<file path="src/rtl/adder_subtractor_pkg.sv">
// Shared constants for the registered adder/subtractor.
package adder_subtractor_pkg;

    // Operation select encoding for the s input
    localparam logic OP_ADD = 1'b0;
    localparam logic OP_SUB = 1'b1;

    // Default operand/result width
    localparam int unsigned ADDSUB_WIDTH = 6;

endpackage

</file>
<file path="src/rtl/full_adder.sv">
// Single-bit full adder cell; chained by the adder/subtractor to form a ripple adder.
module full_adder (
    input  logic x_i,
    input  logic y_i,
    input  logic ci_i,
    output logic sum_o,
    output logic co_o
);

    // Sum and majority carry
    always_comb begin
        sum_o = x_i ^ y_i ^ ci_i;
        co_o  = (x_i & y_i) | (x_i & ci_i) | (y_i & ci_i);
    end

endmodule

</file>
<file path="src/rtl/adder_subtractor.sv">
// Registered two's-complement adder/subtractor built from a ripple chain of full_adder cells.
// Subtract is a + ~b + 1. Result and flags update one cycle after a valid input.
// Optional build macro ADDSUB_SATURATE_EN clamps signed overflow to the representable
// extreme instead of wrapping.
module adder_subtractor
    import adder_subtractor_pkg::*;
#(
    parameter int unsigned WIDTH = ADDSUB_WIDTH
) (
    input  logic             clk,
    input  logic             rst_n,
    input  logic [WIDTH-1:0] a_i,
    input  logic [WIDTH-1:0] b_i,
    input  logic             s_i,
    input  logic             in_valid_i,
    output logic [WIDTH-1:0] answer_o,
    output logic             carry_out_o,
    output logic             overflow_o,
    output logic             zero_o,
    output logic             out_valid_o
);

    logic [WIDTH-1:0] b_eff;
    logic             cin;
    logic [WIDTH:0]   carry;
    logic [WIDTH-1:0] raw;
    logic             cout;
    logic             ovf;
    logic [WIDTH-1:0] result;

    logic [WIDTH-1:0] answer_q, answer_d;
    logic             carry_q, carry_d;
    logic             ovf_q, ovf_d;
    logic             zero_q, zero_d;
    logic             valid_q, valid_d;

    // Operand conditioning: subtract inverts b and injects a carry-in of one
    always_comb begin
        b_eff = b_i;
        cin   = 1'b0;
        case (s_i)
            OP_ADD: begin
                b_eff = b_i;
                cin   = 1'b0;
            end
            OP_SUB: begin
                b_eff = ~b_i;
                cin   = 1'b1;
            end
            default: ;
        endcase
    end

    assign carry[0] = cin;

    for (genvar i = 0; i < int'(WIDTH); i++) begin : g_ripple
        full_adder u_full_adder (
            .x_i   (a_i[i]),
            .y_i   (b_eff[i]),
            .ci_i  (carry[i]),
            .sum_o (raw[i]),
            .co_o  (carry[i+1])
        );
    end

    // MSB carry-out and signed overflow from the carries around the MSB cell
    always_comb begin
        cout = carry[WIDTH];
        ovf  = carry[WIDTH] ^ carry[WIDTH-1];
    end

`ifdef ADDSUB_SATURATE_EN
    localparam logic [WIDTH-1:0] MaxPos = {1'b0, {(WIDTH-1){1'b1}}};
    localparam logic [WIDTH-1:0] MinNeg = {1'b1, {(WIDTH-1){1'b0}}};

    // Clamp on overflow: a wrapped negative sign means the true result was too large
    always_comb begin
        result = raw;
        if (ovf) begin
            result = raw[WIDTH-1] ? MaxPos : MinNeg;
        end
    end
`else
    // Plain modulo 2^WIDTH result
    always_comb begin
        result = raw;
    end
`endif

    // Next-state: capture on valid, otherwise hold result/flags and drop out_valid
    always_comb begin
        answer_d = answer_q;
        carry_d  = carry_q;
        ovf_d    = ovf_q;
        zero_d   = zero_q;
        valid_d  = 1'b0;
        if (in_valid_i) begin
            answer_d = result;
            carry_d  = cout;
            ovf_d    = ovf;
            zero_d   = (result == '0);
            valid_d  = 1'b1;
        end
    end

    // Output registers with asynchronous reset
    always_ff @(posedge clk or negedge rst_n) begin
        if (!rst_n) begin
            answer_q <= '0;
            carry_q  <= 1'b0;
            ovf_q    <= 1'b0;
            zero_q   <= 1'b1;
            valid_q  <= 1'b0;
        end else begin
            answer_q <= answer_d;
            carry_q  <= carry_d;
            ovf_q    <= ovf_d;
            zero_q   <= zero_d;
            valid_q  <= valid_d;
        end
    end

    assign answer_o    = answer_q;
    assign carry_out_o = carry_q;
    assign overflow_o  = ovf_q;
    assign zero_o      = zero_q;
    assign out_valid_o = valid_q;

endmodule

</file>
<file path="config.mk">
export PLATFORM = sky130hd
export DESIGN_NAME = adder_subtractor
export DESIGN_NICKNAME = d
export VERILOG_FILES = /design/src/rtl/adder_subtractor_pkg.sv /design/src/rtl/full_adder.sv /design/src/rtl/adder_subtractor.sv
export SDC_FILE = /design/constraint.sdc
export NUM_CORES = 1
export LEC_CHECK = 0
export BUFFER_PORTS_ARGS = -buffer_cell sky130_fd_sc_hd__buf_2
export CAP_MARGIN = 10
export CORE_MARGIN = 10
export CORE_UTILIZATION = 40
export DETAILED_ROUTE_END_ITERATION = 6
export PLACE_DENSITY = 0.7
export RECOVER_POWER = 50
export SLEW_MARGIN = 20
export SYNTH_ARGS = -nofsm -noshare
export SYNTH_HDL_FRONTEND = slang
export SYNTH_SLANG_ARGS = --single-unit
</file>
<file path="constraint.sdc">
create_clock -name clk -period 1.3 [get_ports clk]
set_clock_uncertainty 0.15 [all_clocks]
set_input_delay 0.195 -clock clk [delete_from_list [all_inputs] [get_ports clk]]
set_output_delay 0.195 -clock clk [all_outputs]
set_load 0.05 [all_outputs]
</file>
* Word-level counts from Yosys, hierarchy flattened
Index checks and enable logic that the tools add are counted.
Storage, ports and cells: word-level logic and storage cells 54, bits in registers 10
Operators by class: reduce and logical (&&, ||, !) cells 1, bitwise logic cells 45, mux-type cells 3
Operators by type and width (count):
- $and A1 B1 Y1 | 18
- $xor A1 B1 Y1 | 13
- $or A1 B1 Y1 | 12
- $pmux W6 S2 | 1
- $logic_not A6 Y1 | 1
- $not A6 Y6 | 1
- $pmux W1 S2 | 1
- $mux W1 | 1
- $not A1 Y1 | 1

* Longest topological paths before layout
Gate-level depths: netlist of run 1.
word-level depth 21, depth in mapped cells 11

* Modules after synthesis
A second synthesis of run 1 with hierarchy kept.
Unflattened totals: cell total of the unflattened synthesis 38, area total of the unflattened synthesis 588.1 um2
Modules (own cells, without submodules):
- adder_subtractor | cells an instance 32, sequential area each 251.5 um2, instances 1, area an instance 467.9 um2
- full_adder | cells an instance 1, sequential area each 0.0 um2, instances 6, area an instance 20.0 um2

* Worst setup path before layout of run 1
OpenSTA, ideal clock, no wires.
path kind input-to-reg, start input s_i, end register zero_q, in the netlist zero_o, setup time 96 ps, stages on the path 11, data required time 1054 ps, buffers on the path 1, arrival 2621 ps, setup slack -1567 ps, cell sequence buf_2 > mux2_2 > fa_1 > fa_1 > inv_1 > fa_1 > fa_1 > inv_1 > fa_1 > nand4b_1 > o32ai_1
Between the ends: word-level cells in the longest chain between the ends 19, elaborated cells between the ends (all ways) 41
RTL lines:
- from (decl) | line adder_subtractor.sv:14 | input logic s_i,
- $not A1 Y1 | line adder_subtractor.sv:41 | case (s_i)
- $pmux W6 S2 or $pmux W1 S2 (tied branches) | line adder_subtractor.sv:41
- $and A1 B1 Y1 | line full_adder.sv:13 | co_o = (x_i & y_i) | (x_i & ci_i) | (y_i & ci_i);
- $or A1 B1 Y1 (2 in series) | line full_adder.sv:13
- $and A1 B1 Y1 | line full_adder.sv:13
- $or A1 B1 Y1 (2 in series) | line full_adder.sv:13
- $and A1 B1 Y1 | line full_adder.sv:13
- $or A1 B1 Y1 (2 in series) | line full_adder.sv:13
- $and A1 B1 Y1 | line full_adder.sv:13
- $or A1 B1 Y1 (2 in series) | line full_adder.sv:13
- $and A1 B1 Y1 | line full_adder.sv:13
- $or A1 B1 Y1 (2 in series) | line full_adder.sv:13
- $xor A1 B1 Y1 * | line full_adder.sv:12 | sum_o = x_i ^ y_i ^ ci_i;
- via g_ripple[5].u_full_adder.sum_o | line full_adder.sv:6 | output logic sum_o,
- $logic_not A6 Y1 * | line adder_subtractor.sv:101 | zero_d = (result == '0);
- to (signal assigned) | line adder_subtractor.sv:118 | zero_q <= zero_d;
- to (decl) | line adder_subtractor.sv:34 | logic zero_q, zero_d;
Mark *: on every way through the listed nets, which the timed path passes. The rest lies on a longest branch. A chain may end at the register's enable or synchronous reset.

* Worst setup path after layout of run 1
start input b_i[0], end register zero_q, in the netlist zero_o
Between the ends: word-level cells in the longest chain between the ends 19, elaborated cells between the ends (all ways) 30
RTL lines:
- from (decl) | line adder_subtractor.sv:13 | input logic [WIDTH-1:0] b_i,
- $not A6 Y6 | line adder_subtractor.sv:47 | b_eff = ~b_i;
- $pmux W6 S2 * | line adder_subtractor.sv:41
- $and A1 B1 Y1 | line full_adder.sv:13
- $or A1 B1 Y1 | line full_adder.sv:13
- $or A1 B1 Y1 * | line full_adder.sv:13
- $and A1 B1 Y1 | line full_adder.sv:13
- $or A1 B1 Y1 | line full_adder.sv:13
- $or A1 B1 Y1 * | line full_adder.sv:13
- [4 not listed]
- $or A1 B1 Y1 | line full_adder.sv:13
- $or A1 B1 Y1 * | line full_adder.sv:13
- $and A1 B1 Y1 | line full_adder.sv:13
- $or A1 B1 Y1 | line full_adder.sv:13
- $or A1 B1 Y1 * | line full_adder.sv:13
- $xor A1 B1 Y1 * | line full_adder.sv:12
- via g_ripple[5].u_full_adder.sum_o | line full_adder.sv:6
- $logic_not A6 Y1 * | line adder_subtractor.sv:101
Marked as above.

==> results.toml, run 1 <==
[floorplan]
start_util_pct = 43.3
core_area_sq_um = 1330
die_area_sq_um = 3370
die_h_um = 58.0
ios = 26
rows = 13
dieWidth_um = 58.0

[clock_network]
clk_pin_slew_ns = 0.07
htreeDepth = 1
clock-root-buffer = "clkbuf_4"
cts_sinks = 10
clk_latency_ns = 0.26
numCtsBuffers = 3
clk_path_buf_depth = 2
tritoncts = "yes"

[final_layout]
nFillCells = 109
fin_nets = 101
final_cells = 94
area_growth_pct = 53.0
drive_above_1_share_pct = 69.6
final_area_sq_um = 885
fin_util_pct = 66.3
diodes = 0

[global_route]
grt_start_max_net_pins = 12
globalRouteMet2Util_pct = 17.0
globalRouteMet3Util_pct = 5.88
grt_pass1_wl_mm = 2.35
grt.total_usage_pct = 9.22
grt_most_used_layer = "met2"
antenna_found_initial = 0
grt_overflow = 0
grt_use_met1_pct = 8.18
grt_pass1_vias = 487

[pwr]
p_leak_nw = 0.440
pwr-share-seq_pct = 30.0
combPwrFrac_pct = 49.7
power.net_switching_mw = 0.589
p_int_mw = 0.810
ir_drop_mv = 0.979
p_clk_share_pct = 20.3
swShare_pct = 42.1
power.density_nw_per_um2 = 1580

[sta]
finalSetupViolations = 8
hold_viol_final = 0
worst_pin_slew_ns = 0.277
fmax_mhz = 380
relSlewSlack_pct = 81.5
period_minus_slack_ns = 2.63
setup_ws_ns = -1.33
period_share_pct = 203
hold_ws_ns = 0.0487
rsz0062_at_grt = "true"
maxSlewViolCount = 0

[route]
finalWirelength_mm = 1.48
drtPass1Iterations = 2
wire_per_inst_um = 15.8
viasPerCell = 4.62
detail-route-antenna-nets = 0
drc_errors = 0
drt_iter0_markers = 3
vias = 434

[synth]
avgSynthCellArea_sq_um = 13.4
yosysSeqAreaShare_pct = 43.5
synthDistinctLibCells = 13
synthesis.area_sq_um = 578
ys_ff_latch = 10
syn_nets = 64
syn-instance-count = 43
yosysWarnings = 0

[critical_path]
cp_max_fo = 2
r2r-end = "zero_o$_DFFE_PN1P_"
required_ns = 1.32
r2r_slack_ns = 0.21
criticalPathCategory = "in -> reg"
crit_start = "b_i[0]"
critPathSlowestCell = "fa_2"
startpoint_type = "input port"
max_stage_delay_ns = 0.42
crit_arrival_ns = 2.66
worst_setup_path_end_kind = "flip-flop"
setup.worst_path.end = "zero_o$_DFFE_PN1P_"
critical_path.most_common_cell = "fa_2"
worstReg2RegStart = "zero_o$_DFFE_PN1P_"
reg2reg_depth = 3
path_cells = "buf_6, mux2_4, fa_2, fa_2, inv_2, fa_2, fa_2, inv_2, fa_2, nand4b_1, o32ai_2"

[status]
violations = "negative setup slack"
status = "finished, violations left"

[placed_design]
placed_area_sq_um = 756
hpwlAfterDp_mm = 1.13
port_buffers = 25
gp_congestion = 0.677
dp_cells = 85

[job]
max-cap-violations = 0

[worst_hold_path]
hp-class = "in -> reg"
==> power groups by stage <==
stage,clock network (mW),logic (mW),registers (mW)
global route,0.309,0.743,0.430
global placement,0,0.613,0.425
detailed placement,0,0.623,0.425
floorplan,0,0.189,0.696
finish,0.284,0.695,0.420
CTS,0.286,0.666,0.420
==> metal layers <==
metal  up-vias  share of wire (%)
met5         -                  0
met1       207                 33
met2        18                 56
met4         0               0.61
li1        207                  -
met3         2                9.7
==> critical path: cells and delay by family <==
| family | cells | cell delay, ns |
|---|---|---|
| compound gates | 1 | 0.25 |
| fa+ha+maj | 5 | 1.49 |
| buf+inv | 3 | 0.20 |
| mux | 1 | 0.30 |
| simple gates | 1 | 0.22 |
==> per-stage QoR <==
stage / worst slack (ns) / setup TNS (ns) / total power [mW]
floorplan: -1.44 / -7.94 / 0.885
global placement: -1.50 / -8.38 / 1.04
detailed placement: -1.57 / -8.69 / 1.05
CTS: -1.29 / -6.32 / 1.37
global route: -1.40 / -6.78 / 1.48
finish: -1.33 / -6.50 / 1.40
==> how the worst min path moves through the flow <==
stage	start	to	cells past startpoint
after floorplan	rst_n	answer_o[0]$_DFFE_PN0P_	0
after global placement	rst_n	answer_o[1]$_DFFE_PN0P_	1
after detailed placement	rst_n	answer_o[0]$_DFFE_PN0P_	1
after CTS	in_valid_i	out_valid_o$_DFF_PN0_	1
after global routing	in_valid_i	out_valid_o$_DFF_PN0_	1
final	in_valid_i	out_valid_o$_DFF_PN0_	1
==> cell type report <==
| class | count | area, sq um | share of cell area (%) |
|---|---|---|---|
| Clock buffer | 4 | 36.3 | 4.10 |
| Inverter | 7 | 26.3 | 2.97 |
| Multi-Input combinational cell | 24 | 334 | 37.8 |
| Sequential cell | 10 | 251 | 28.4 |
| Tap cell | 15 | 18.8 | 2.12 |
| Timing Repair Buffer | 34 | 218 | 24.6 |
==> sequential cells by signal, indices dropped and copies added, names as in the netlist <==
signal / count
out_valid_o: 1
zero_o: 1
answer_o: 6
carry_out_o: 1
overflow_o: 1
==> synthesized netlist by cell type, drive strengths merged <==
| library cell | instances | area (sq um) |
|---|---|---|
| mux2i | 2 | 20.0 |
| o32ai | 1 | 8.76 |
| xnor2 | 3 | 26.3 |
| nand4b | 1 | 8.76 |
| inv | 7 | 26.3 |
| mux2 | 7 | 78.8 |
| dfstp | 1 | 26.3 |
| dfrtp | 9 | 225 |
| buf | 2 | 16.3 |
| or2 | 1 | 6.26 |
| fa | 5 | 100 |
| xor2 | 4 | 35.0 |
==> kinds of logic after synthesis <==
| logic type | synth area share (%) |
|---|---|
| flops | 43.5 |
| buf+inv | 7.36 |
| mux | 17.1 |
| xor+xnor | 10.6 |
| fa+ha+maj | 17.3 |
| simple gates | 2.60 |
| compound gates | 1.52 |
==> layout by cell type (no fill, tap or decap) <==
cell type       n
inv_1           5
xnor2_2         1
buf_2          22
clkbuf_4        3
buf_6           2
dfrtp_1         9
nand4b_1        1
mux2_4          4
or2_1           1
buf_8           1
xor2_1          3
dlygate4sd3_1   1
mux2_2          3
fa_2            5
clkbuf_8        1
mux2i_1         2
xor2_2          1
o32ai_2         1
inv_2           2
dfstp_2         1
buf_4           8
xnor2_1         2
==> what timing repair did <==
action | 4_1_cts | 5_1_grt
buffers inserted | 1 | 3
pin swaps | 1 | 0
setup endpoints to repair | 9 | 8
resized for setup | 10 | 1
endpoints found under the hold margin | 10 | 0
hold buffers | 1 | 0
gates cloned | 0 | 0
Note: power is estimated with default switching activity, not from simulation.
==> inputs of run 2 (changes only) <==
- ABC_AREA: not set -> 1
- CTS_BUF_LIST: not set -> sky130_fd_sc_hd__clkbuf_16
- PLACE_DENSITY: 0.7 -> 0.69
==> run 2 against run 1 <==
Clock power is 87% higher. Non-clock buffer count is 2 lower. First-iteration DRC count did not move. Final area rose by 5.9%. Wire length down 8.3%. Setup slack gained 0.22 ns. The run still ends with negative setup slack left. Area after synthesis up 6.7%. Utilization down 3.4 points. Sequential share of layout area is 1.6 points lower. Critical endpoint is now answer_o[5]$_DFFE_PN0P_. Largest power group unchanged. Critical path depth increased by 1. Combinational power down 17%. Fmax up 9.3%.
==> results.toml, run 2 <==
[synth]
syn-instance-count = 60
post-synth-top-count-cell = "nand2_1"
synthTopCellsByCount = "11 x nand2_1, 9 x dfrtp_1, 8 x inv_1"
avgSynthCellArea_sq_um = 10.3
syn_nets = 81
synth_area_leaders = "dfrtp_1 37%, fa_1 16%, nand2_1 6.7%, o21ai_2 5.7%, xor2_1 5.7%"
ys_ff_latch = 10
synth_edf_count = 0
synthesis.area_sq_um = 617
postSynth.asyncResetShare_pct = 100
yosysSeqAreaShare_pct = 40.8
synthDistinctLibCells = 19
synth_top_area_cell = "dfrtp_1"
yosysWarnings = 0
yosysTopAreaCellShare_pct = 36.5
synthFlopType = "dfrtp_1"

[route]
drtPass1Iterations = 2
drc_errors = 0
wire_per_inst_um = 12.5
drt_iter0_markers = 3
vias = 490
finalWirelength_mm = 1.36
detail-route-antenna-nets = 0
viasPerCell = 4.50

[global_route]
antenna_found_initial = 0
grt_pass1_vias = 562
grt_use_met1_pct = 9.57
grt.total_usage_pct = 8.74
grt_most_used_layer = "met2"
grt_pass1_wl_mm = 2.42
globalRouteMet2Util_pct = 13.1
grt_overflow = 0
grt_start_max_net_pins = 12
globalRouteMet3Util_pct = 3.43

[critical_path]
cp_max_fo = 4
r2r-end = "zero_o$_DFFE_PN1P_"
required_ns = 1.32
crit_arrival_ns = 2.43
max_stage_delay_ns = 0.54
path_cells = "buf_8, o21a_1, fa_2, fa_2, inv_2, fa_2, fa_2, inv_2, fa_2, buf_4, nand2_2, nand2_1"
criticalPathCategory = "in -> reg"
worstReg2RegStart = "zero_o$_DFFE_PN1P_"
startpoint_type = "input port"
critPathSlowestCell = "fa_2"
worst_setup_path_end_kind = "flip-flop"
reg2reg_depth = 3
worst-path-buf-inv = 4
cpLargestDelayFamily = "adder cells"
critical_path.most_common_cell = "fa_2"
r2r_slack_ns = 0.32

[pwr]
p_leak_nw = 0.460
power.density_nw_per_um2 = 1610
p_total_mw = 1.51
ir_drop_mv = 0.624

[sta]
setup_ws_ns = -1.11
fmax_mhz = 415
maxSlewViolCount = 0
period_share_pct = 185
rsz0062_at_grt = "true"
relSlewSlack_pct = 65.6
worst_pin_slew_ns = 0.516
hold_viol_final = 0
period_minus_slack_ns = 2.41
finalSetupViolations = 7

[clock_network]
clk_path_buf_depth = 2
numCtsBuffers = 3
htreeDepth = 1
clk_pin_slew_ns = 0.04
cts_sinks = 10
tritoncts = "yes"
clk_latency_ns = 0.23
clock-root-buffer = "clkbuf_16"

[final_layout]
layout_common_cells = "18 x buf_2, 9 x nand2_1, 9 x dfrtp_1"
diodes = 0
area_growth_pct = 51.9
largest_reg_flops = 6
final_cells = 109
drive_above_1_share_pct = 60.2
final_common_cell = "buf_2"
fin_nets = 115

[worst_hold_path]
holdPathStages = 4
hp-class = "in -> reg"
hold_path.startpoint = "a_i[0]"
hold_end = "zero_o$_DFFE_PN1P_"

[placed_design]
dp_cells = 101
gp_congestion = 0.702
port_buffers = 25
place_ws_ns = -1.42
hpwlAfterDp_mm = 1.15

[floorplan]
core_area_sq_um = 1490
rows = 14
die_h_um = 59.3
dieWidth_um = 59.3
ios = 26
die_area_sq_um = 3510
start_util_pct = 41.4

[status]
violations = "negative setup slack"
status = "finished, violations left"

[job]
max-cap-violations = 0
run 2: cell types whose count changed in the layout (fill, tap and decap cells not counted), moves of 3 or more:
cell / previous run / this run
mux2_2: 3 / 0
clkbuf_4: 3 / 0
buf_2: 22 / 18
nand2_2: 0 / 5
mux2_4: 4 / 0
o21ai_2: 0 / 4
clkbuf_16: 0 / 3
nand2_1: 0 / 9
run 2: cell type report:
class	instances	area [sq um]
Clock inverter	1	3.75
Fill cell	121	552
Timing Repair Buffer	32	213
Inverter	9	36.3
Clock buffer	3	75.1
Sequential cell	10	251
Tap cell	16	20.0
Multi-Input combinational cell	38	338
run 2: worst min-delay path: cells and delay by family:
kind                   cells  cell delay, ns
and+or+nand+nor            2            0.14
AOI/OAI and AO/OA          1            0.06
buffers and inverters      1            0.07
run 2: metrics by stage:
stage / hold WS [ns] / instance area, sq um / util (%) / setup TNS [ns]
finish: 0.0938 / 937 / 62.9 / -5.48
global placement: -0.0859 / 773 / 51.9 / -7.21
global route: 0.122 / 937 / 62.9 / -5.98
detailed placement: -0.0884 / 773 / 51.9 / -7.53
CTS: 0.0299 / 911 / 61.2 / -5.32
floorplan: -0.251 / 647 / - / -6.63
run 2: timing repair:
item | 4_1_cts | 5_1_grt
hold buffers | 1 | 0
gates cloned | 0 | 0
buffers inserted | 2 | 1
pin swaps | 5 | 0
endpoints found under the hold margin | 10 | 0
endpoints found under the setup margin | 8 | 7
gates resized for setup | 9 | 5
run 2: per-layer routing:
metal / up-vias / part of all wire (%)
met5: - / 0
met4: 0 / 2.0
met3: 2 / 11
met2: 22 / 46
met1: 221 / 41
li1: 245 / -
run 2: worst max path at each step:
stage	startpoint	end	slack, ns	depth (start not counted)
2_1_floorplan	s_i	zero_o$_DFFE_PN1P_	-1.25	12
3_3_place_gp	b_i[0]	zero_o$_DFFE_PN1P_	-1.36	13
3_5_place_dp	s_i	zero_o$_DFFE_PN1P_	-1.42	12
4_1_cts	b_i[1]	zero_o$_DFFE_PN1P_	-1.11	12
5_1_grt	b_i[0]	zero_o$_DFFE_PN1P_	-1.22	13
6_report	s_i	answer_o[5]$_DFFE_PN0P_	-1.11	12
run 2: cell families after synthesis:
family	synth area share, %
AOI/OAI and AO/OA	9.13
xor gates and xnor gates	8.52
adders and majority gates	16.2
buffers and inverters	11.0
DFF	40.8
and+or+nand+nor	14.4
run 2: power breakdown:
part	switching (mW)	total (mW)	internal [mW]
clock	0.130	0.532	0.402
combinational	0.375	0.578	0.203
sequential	0.0306	0.400	0.370
==> inputs of run 3 (changes only) <==
- CTS_CLUSTER_DIAMETER: not set -> 60
- TNS_END_PERCENT: not set -> 20
==> run 3 against run 2 <==
The flow still finishes with violations (negative setup slack). Sequential cell count unchanged. Non-clock buffer count down 3. First-iteration DRC count up 67%. Cell count down 2.8%. Sequential share of layout area up 0.77 points. Critical path type unchanged. Largest power group unchanged.
==> results.toml, run 3 (synthesis results as in run 2) <==
[sta]
final.setup.tns_ns = -5.28
rsz0062_at_grt = "true"
finalSetupViolations = 7
hold_ws_ns = 0.0892
period_minus_slack_ns = 2.40
relSlewSlack_pct = 65.2
setup_ws_ns = -1.10
maxSlewViolCount = 0
worst_pin_slew_ns = 0.522
hold_viol_final = 0
period_share_pct = 185
fmax_mhz = 416

[critical_path]
worstReg2RegStart = "zero_o$_DFFE_PN1P_"
crit_start = "b_i[0]"
max_stage_delay_ns = 0.43
criticalPathCategory = "in -> reg"
critical_path.most_common_cell = "fa_2"
crit_arrival_ns = 2.42
startpoint_type = "input port"
reg2reg_depth = 3
r2r-end = "zero_o$_DFFE_PN1P_"
r2r_slack_ns = 0.32
required_ns = 1.31
cp_max_fo = 3
path_cells = "buf_6, nand2_2, o21a_1, fa_2, fa_2, inv_2, fa_2, fa_2, inv_2, fa_2, nor2_1, nand3_1, o21bai_1"
setup.worst_path.end = "zero_o$_DFFE_PN1P_"
critPathSlowestCell = "fa_2"
worst_setup_path_end_kind = "flip-flop"

[clock_network]
clock-root-buffer = "clkbuf_16"
clk_pin_slew_ns = 0.04
numCtsBuffers = 3
tritoncts = "yes"
cts_setup_buffers = 0
htreeDepth = 1
clk_latency_ns = 0.23
cts_sinks = 10
clk_path_buf_depth = 2

[floorplan]
rows = 14
die_h_um = 59.3
die_area_sq_um = 3510
ios = 26
dieWidth_um = 59.3
core_area_sq_um = 1490
start_util_pct = 41.4

[route]
vias = 493
finalWirelength_mm = 1.35
detail-route-antenna-nets = 0
drc_errors = 0
drt_iter0_markers = 5
drtPass1Iterations = 4
wire_per_inst_um = 12.7
viasPerCell = 4.65

[final_layout]
fin_nets = 112
layout_common_cells = "18 x buf_2, 9 x nand2_1, 9 x dfrtp_1"
diodes = 0
fin_util_pct = 61.2
largest_reg_flops = 6
area_growth_pct = 47.7
final_common_cell = "buf_2"
drive_above_1_share_pct = 57.8

[global_route]
grt_start_max_net_pins = 12
grt.total_usage_pct = 8.46
globalRouteMet3Util_pct = 3.22
grt_most_used_layer = "met2"
grt_overflow = 0
grt_pass1_wl_mm = 2.35
grt_pass1_vias = 544
antenna_found_initial = 0
globalRouteMet2Util_pct = 12.6
grt_use_met1_pct = 9.64

[placed_design]
port_buffers = 25
hpwlAfterDp_mm = 1.10
place_ws_ns = -1.42
gp_congestion = 0.687

[status]
status = "finished, violations left"
violations = "negative setup slack"

[job]
max-cap-violations = 0

[pwr]
power.density_nw_per_um2 = 1630
p_total_mw = 1.48
ir_drop_mv = 0.643
p_leak_nw = 0.442

[worst_hold_path]
hold_path.startpoint = "a_i[0]"
holdPathStages = 4
hp-class = "in -> reg"
run 3: cell types whose count changed in the layout (fill, tap and decap cells not counted), sizes merged:
cell	change
buf	-3
run 3: worst min-delay path by stage:
stage,end,slack [ns]
6_report,zero_o$_DFFE_PN1P_,0.09
5_1_grt,answer_o[0]$_DFFE_PN0P_,0.12
4_1_cts,out_valid_o$_DFF_PN0_,0.04
3_5_place_dp,answer_o[1]$_DFFE_PN0P_,-0.09
3_3_place_gp,answer_o[4]$_DFFE_PN0P_,-0.09
2_1_floorplan,answer_o[0]$_DFFE_PN0P_,-0.25
run 3: per-layer routing:
metal	part of all wire [%]	up-vias
li1	-	239
met1	40	224
met2	45	25
met3	12	5
met4	3.0	0
met5	0	-
run 3: through the flow:
step                      cells  cell area, sq um
after detailed placement    101               766
final                       106               911
after CTS                   106               896
after global routing        106               911
after floorplan              60               632
after global placement      101               766
run 3: layout make-up:
| cell class | count | area [sq um] |
|---|---|---|
| sequential | 10 | 251 |
| timing repair buffer | 29 | 186 |
| clock inverter | 1 | 3.75 |
| fill | 135 | 578 |
| multi-input combinational | 38 | 338 |
| inverter | 9 | 36.3 |
| tap | 16 | 20.0 |
| clock buffer | 3 | 75.1 |
run 3: timing repair:
action	in CTS	in global routing
endpoints found under the hold margin	10	0
pin swaps	6	1
hold buffers	1	0
resized for setup	14	3
setup endpoints to repair	8	7
run 3: report_power, final:
part | switching, mW | total, mW | internal [mW]
clock | 0.132 | 0.534 | 0.402
sequential | 0.0326 | 0.403 | 0.370
combinational | 0.368 | 0.546 | 0.178
total | 0.533 | 1.48 | 0.950
run 3: worst max-delay path: cells and delay by family:
kind / cells / cell delay, ns
buffers and inverters: 3 / 0.20
AND/OR/NAND/NOR: 3 / 0.26
AO/OA/AOI/OAI: 2 / 0.25
adder cells (fa/ha/maj): 5 / 1.49
